File: src/rtl/pc_fetch_unit.sv
// pc_fetch_unit: owns the program counter, fetches one instruction at a time
// over a req/ack handshake, holds it for the decoder, and advances the PC
// (sequential / jump / register jump / branch) when execute completes.
// Only one instruction is in flight: fetch and execute never overlap.
module pc_fetch_unit #(
    parameter int                ADDR_W   = 32,  // fixed at 32
    parameter logic [ADDR_W-1:0] RESET_PC = 32'h0000_0000
) (
    input  logic              clk,
    input  logic              rst,
    output logic              imem_req,
    output logic [ADDR_W-1:0] imem_addr,
    input  logic              imem_ack,
    input  logic [31:0]       imem_rdata,
    output logic [31:0]       instr,
    output logic              instr_valid,
    input  logic              exec_ready,
    input  logic [2:0]        pc_control,
    input  logic [ADDR_W-1:0] rs_data,
    output logic [ADDR_W-1:0] pc,
    output logic [ADDR_W-1:0] pc_plus4,
    output logic [31:0]       retired,
    output logic              ctrl_err
);

    typedef enum logic [1:0] {
        S_RESET = 2'd0,
        S_FETCH = 2'd1,
        S_ISSUE = 2'd2
    } state_t;

    localparam logic [2:0] PC_SEQ    = 3'b000;
    localparam logic [2:0] PC_JUMP   = 3'b001;
    localparam logic [2:0] PC_JR     = 3'b010;
    localparam logic [2:0] PC_BRANCH = 3'b011;

    state_t            state_q, state_d;
    logic [ADDR_W-1:0] pc_q, pc_d;
    logic [31:0]       instr_q, instr_d;
    logic [31:0]       retired_q, retired_d;
    logic              ctrl_err_q, ctrl_err_d;

    logic [ADDR_W-1:0] pc_plus4_w;
    logic [ADDR_W-1:0] jump_target;
    logic [ADDR_W-1:0] branch_off;
    logic [ADDR_W-1:0] next_pc;
    logic              next_err;

    // State register; reset forces S_RESET regardless of any in-flight handshake.
    always_ff @(posedge clk) begin
        // NOTE: sequential state uses non-blocking assignments so every
        // register samples the pre-edge values of the others.
        if (rst) begin
            state_q <= S_RESET;
        end else begin
            state_q <= state_d;
        end
    end

    // Next-state logic: reset -> fetch -> issue -> fetch ...
    always_comb begin
        // NOTE: default assignment first so no path through the block
        // leaves state_d unassigned (which would infer a latch).
        state_d = state_q;
        case (state_q)
            S_RESET: state_d = S_FETCH;
            S_FETCH: if (imem_ack)   state_d = S_ISSUE;
            S_ISSUE: if (exec_ready) state_d = S_FETCH;
            default: state_d = S_RESET;
        endcase
    end

    // Handshake outputs are decoded from the registered state only.
    always_comb begin
        imem_req    = (state_q == S_FETCH);
        instr_valid = (state_q == S_ISSUE);
    end

    // Next-PC candidates; the jump keeps the 256 MB region of pc + 4.
    always_comb begin
        pc_plus4_w  = pc_q + ADDR_W'(4);
        jump_target = {pc_plus4_w[ADDR_W-1 -: 4], instr_q[25:0], 2'b00};
        branch_off  = {{(ADDR_W-18){instr_q[15]}}, instr_q[15:0], 2'b00};
    end

    // Select the next PC from the decoder's pc_control; flag bad targets and codes.
    always_comb begin
        next_pc  = pc_plus4_w;
        next_err = 1'b0;
        case (pc_control)
            PC_SEQ:    next_pc = pc_plus4_w;
            PC_JUMP:   next_pc = jump_target;
            PC_JR: begin
                next_pc  = {rs_data[ADDR_W-1:2], 2'b00};
                next_err = |rs_data[1:0];
            end
            PC_BRANCH: next_pc = pc_plus4_w + branch_off;
            default:   next_err = 1'b1;  // reserved codes fall through sequentially
        endcase
    end

    // Datapath next-state: latch the word on ack, retire on exec_ready.
    always_comb begin
        pc_d       = pc_q;
        instr_d    = instr_q;
        retired_d  = retired_q;
        ctrl_err_d = ctrl_err_q;
        if (state_q == S_FETCH && imem_ack) begin
            instr_d = imem_rdata;
        end
        if (state_q == S_ISSUE && exec_ready) begin
            pc_d      = next_pc;
            retired_d = retired_q + 32'd1;
            if (next_err) begin
                ctrl_err_d = 1'b1;  // sticky until reset
            end
        end
    end

    // Datapath registers.
    always_ff @(posedge clk) begin
        if (rst) begin
            pc_q       <= RESET_PC;
            instr_q    <= '0;
            retired_q  <= '0;
            ctrl_err_q <= 1'b0;
        end else begin
            pc_q       <= pc_d;
            instr_q    <= instr_d;
            retired_q  <= retired_d;
            ctrl_err_q <= ctrl_err_d;
        end
    end

    assign imem_addr = pc_q;
    assign pc        = pc_q;
    assign pc_plus4  = pc_plus4_w;
    assign instr     = instr_q;
    assign retired   = retired_q;
    assign ctrl_err  = ctrl_err_q;

endmodule

File: config.mk
export PLATFORM = sky130hd
export DESIGN_NAME = pc_fetch_unit
export DESIGN_NICKNAME = d
export VERILOG_FILES = /design/src/rtl/pc_fetch_unit.sv
export SDC_FILE = /design/constraint.sdc
export NUM_CORES = 1
export LEC_CHECK = 0
export BUFFER_PORTS_ARGS = -buffer_cell sky130_fd_sc_hd__buf_2
export CORE_MARGIN = 2
export CORE_UTILIZATION = 47
export CTS_CLUSTER_DIAMETER = 200
export DETAILED_ROUTE_END_ITERATION = 10
export GPL_TIMING_DRIVEN = 0
export PLACE_DENSITY = 0.78
export SLEW_MARGIN = 20
export SYNTH_ARGS = -nofsm -noshare
export SYNTH_HDL_FRONTEND = slang
export SYNTH_SLANG_ARGS = --single-unit
File: constraint.sdc
create_clock -name clk -period 3.45 [get_ports clk]
set_clock_uncertainty 0.2 [all_clocks]
set_input_delay 0.5175 -clock clk [delete_from_list [all_inputs] [get_ports clk]]
set_output_delay 0.5175 -clock clk [all_outputs]
set_load 0.1 [all_outputs]
==> metrics <==
Max Freq 273.4 MHz; # clock sinks 97; Hold Path Depth 3; # IOs 234; fin cells 1433; worst r2r src imem_addr[7]; cell taking the most area after synthesis dfxtp_1; Routed WL per cell 19.53 um; hold_sp imem_rdata[15]; TritonCTS clock tree yes; remaining antenna violation count 0; Final Instance Area 10410 um2; top cell type's share of synthesized area 27.50%; Yosys warning count 0; hold bufs inserted after CTS 0; total core area 14590 um2; gr usage total 32.57%; post-layout util 71.36%; gr ovfl total 0; ys async rst share 0%; Primary FF master, synth dfxtp_1; layout cells sized above 1 40.22%; crit-path cells nand4_4 -> or3_1 -> buf_6 -> nor2_4 -> and2_4 -> nand3_4 -> xnor2_4 -> ha_1 -> clkbuf_8 -> nand2_1 -> o21ai_2 -> a211oi_2 -> a211oi_2 -> o221ai_2 -> xnor2_1 -> or3_1 -> o211ai_1; CP startpoint kind flop; crit path kind reg -> reg; setup ws final -0.2083 ns; DRT iter0 DRCs 765; initial antenna violation count 1; Final setup viols 12; LEAKAGE 0.004663 uW; delay-heaviest family, CP simple AND/OR/NAND/NOR gates; Final #Nets 1350; dpl hpwl 19890 um; wire length of the first global-routing pass 41410 um; Die H 126.6 um; die width 126.6 um; CTS root buffer clkbuf_16; highest net fanout along the worst path 6; global placer's final weighted congestion 0.9921; post-synthesis average cell area 7.456 um2; drt pass-1 iters 5; DRC 0; CTS H-Tree Depth 3; Post-synth EDFFs 0; Buf+Inv Stages, Crit Path 2; setup_tns -1.324 ns; DR vias 8453; Tcrit/Tclk final 106.0%; Max Cap Violations 0; Max Slew Vio Count 0; Worst VDD drop 0.0002938 V; post-synthesis sequential area ratio 27.50%; Rel. slew slack 29.25%; R2R depth 17; largest net degree at the start of global routing 21; Clock transition at path regs 0.08 ns; PortBufs 226; most common cell after layout, fill and taps aside buf_2; WHS Endpoint instr[15]; Worst EP required 3.53 ns; placed insts 1362; Mapped Cells 947; Post-DP Area 9060 um2; number of global-route vias before repair 7796; crit path max-delay cell type or3_1; Area growth syn-to-layout 47.44%; synth unique cells 79; Tot Pwr 3020 uW; register area 2004 um2; hold crit path type in -> reg; r2r endpoint imem_addr[31]; Max clock buf depth 2; min Tclk post-route 3.658 ns; # fillers 1177; WL final 27990 um; latest clock arrival within the worst-skew pair 0.36 ns; Worst path max stage delay 0.37 ns; most frequent cells in the layout buf_2, nand2_1, a21oi_1; cts bufs inserted 9; Final Hold Vio Count 0; Area contributors post-synth dfxtp_1, a21oi_1, nand2_1; Die ar. 16020 um2; Synth Register Bits 97; outcome finished, violations left; initial core utilization 48.40%; Avg Vias per Cell 5.899; Slew @ Worst Pin 1.057 ns; multi-input combinational cell area 5680 um2; Critical Path AT 3.74 ns; Crit. End Element flop; Synth Cell Area 7061 um2; Pwr Density 290.1 nW/um2; RSZ-0062 raised after global routing true; Reg2Reg Setup Slack -0.21 ns; failing checks negative setup slack; row cnt 44
[stage by stage]
step	hold slack, ns	worst slack (ns)
2_1_floorplan	0.3248	-0.9819
6_report	0.1854	-0.2083
5_1_grt	0.1998	-0.3411
4_1_cts	0.1876	-0.1703
3_3_place_gp	0.2432	-0.9080
3_5_place_dp	0.2476	-0.9861
[how the worst max path moves through the flow]
| stage | end | from | slack, ns | depth (start not counted) |
|---|---|---|---|---|
| after floorplan | imem_addr[31] | imem_addr[3] | -0.98 | 16 |
| after global placement | imem_addr[31] | imem_addr[2] | -0.91 | 16 |
| after detailed placement | imem_addr[31] | imem_addr[2] | -0.99 | 16 |
| after CTS | imem_addr[31] | imem_addr[2] | -0.17 | 18 |
| after global routing | imem_addr[31] | imem_addr[2] | -0.34 | 16 |
| final | imem_addr[31] | imem_addr[7] | -0.21 | 17 |
[power by group]
group | switching (uW) | internal, uW
clock network | 538 | 559
logic | 557 | 188
registers | 42.3 | 1140
[area by class of cell]
cell class / count / area share [%]
tap: 184 / 2.212
clock buffer: 10 / 2.404
inverter: 26 / 0.9375
multi-input combinational: 749 / 54.57
antenna: 1 / 0.02404
sequential: 97 / 19.25
timing repair buffer: 284 / 15.54
buffer: 76 / 4.375
clock inverter: 6 / 0.6851
[Yosys cell counts, types with 12 or more instances]
library cell    n
nor3_1         12
buf_4          36
o21bai_1       12
a21oi_1       111
nand3_1        31
inv_1          25
dfxtp_1        97
and3_1         19
nand2_1       129
nand4_1        15
xor2_1         43
nor2_1         88
a31oi_1        13
o21ai_0        53
clkbuf_1       33
xnor2_1        25
ha_1           35
[layer usage]
metal  part of all wire, %  GRT usage (%)
met3                   8.9          5.736
met4                   4.2          16.35
met1                    40          41.81
met5                     0              0
met2                    47          52.69
[sequential cells by signal (all words and copies together), names as in the netlist]
signal	flops
instr	32
retired	32
imem_addr	30
state_q	2
ctrl_err	1
[logic make-up (layout without fill, tap and decap cells)]
logic type | count (synthesis) | in the layout | share of synthesized area (%)
AOI/OAI and AO/OA | 286 | 286 | 25.31
and+or+nand+nor | 346 | 346 | 23.25
other | 1 | 7 | 0.05311
xor gates and xnor gates | 70 | 70 | 8.896
muxes | 5 | 5 | 0.7443
buffers and inverters | 106 | 402 | 7.762
adders and majority gates | 36 | 36 | 6.486
DFF | 97 | 97 | 27.50
[repair_timing]
item	4_1_cts	5_1_grt
pin swaps	28	24
endpoints found under the setup margin	31	23
buffers inserted	40	18
resized for setup	50	69
endpoints found under the hold margin	0	0
[tightest hold or removal path: stages]
cell and delay [ns]:
buf_2 0.10, nand2_1 0.05, a21oi_1 0.05
No activity file was read; power rests on OpenSTA's default activity.
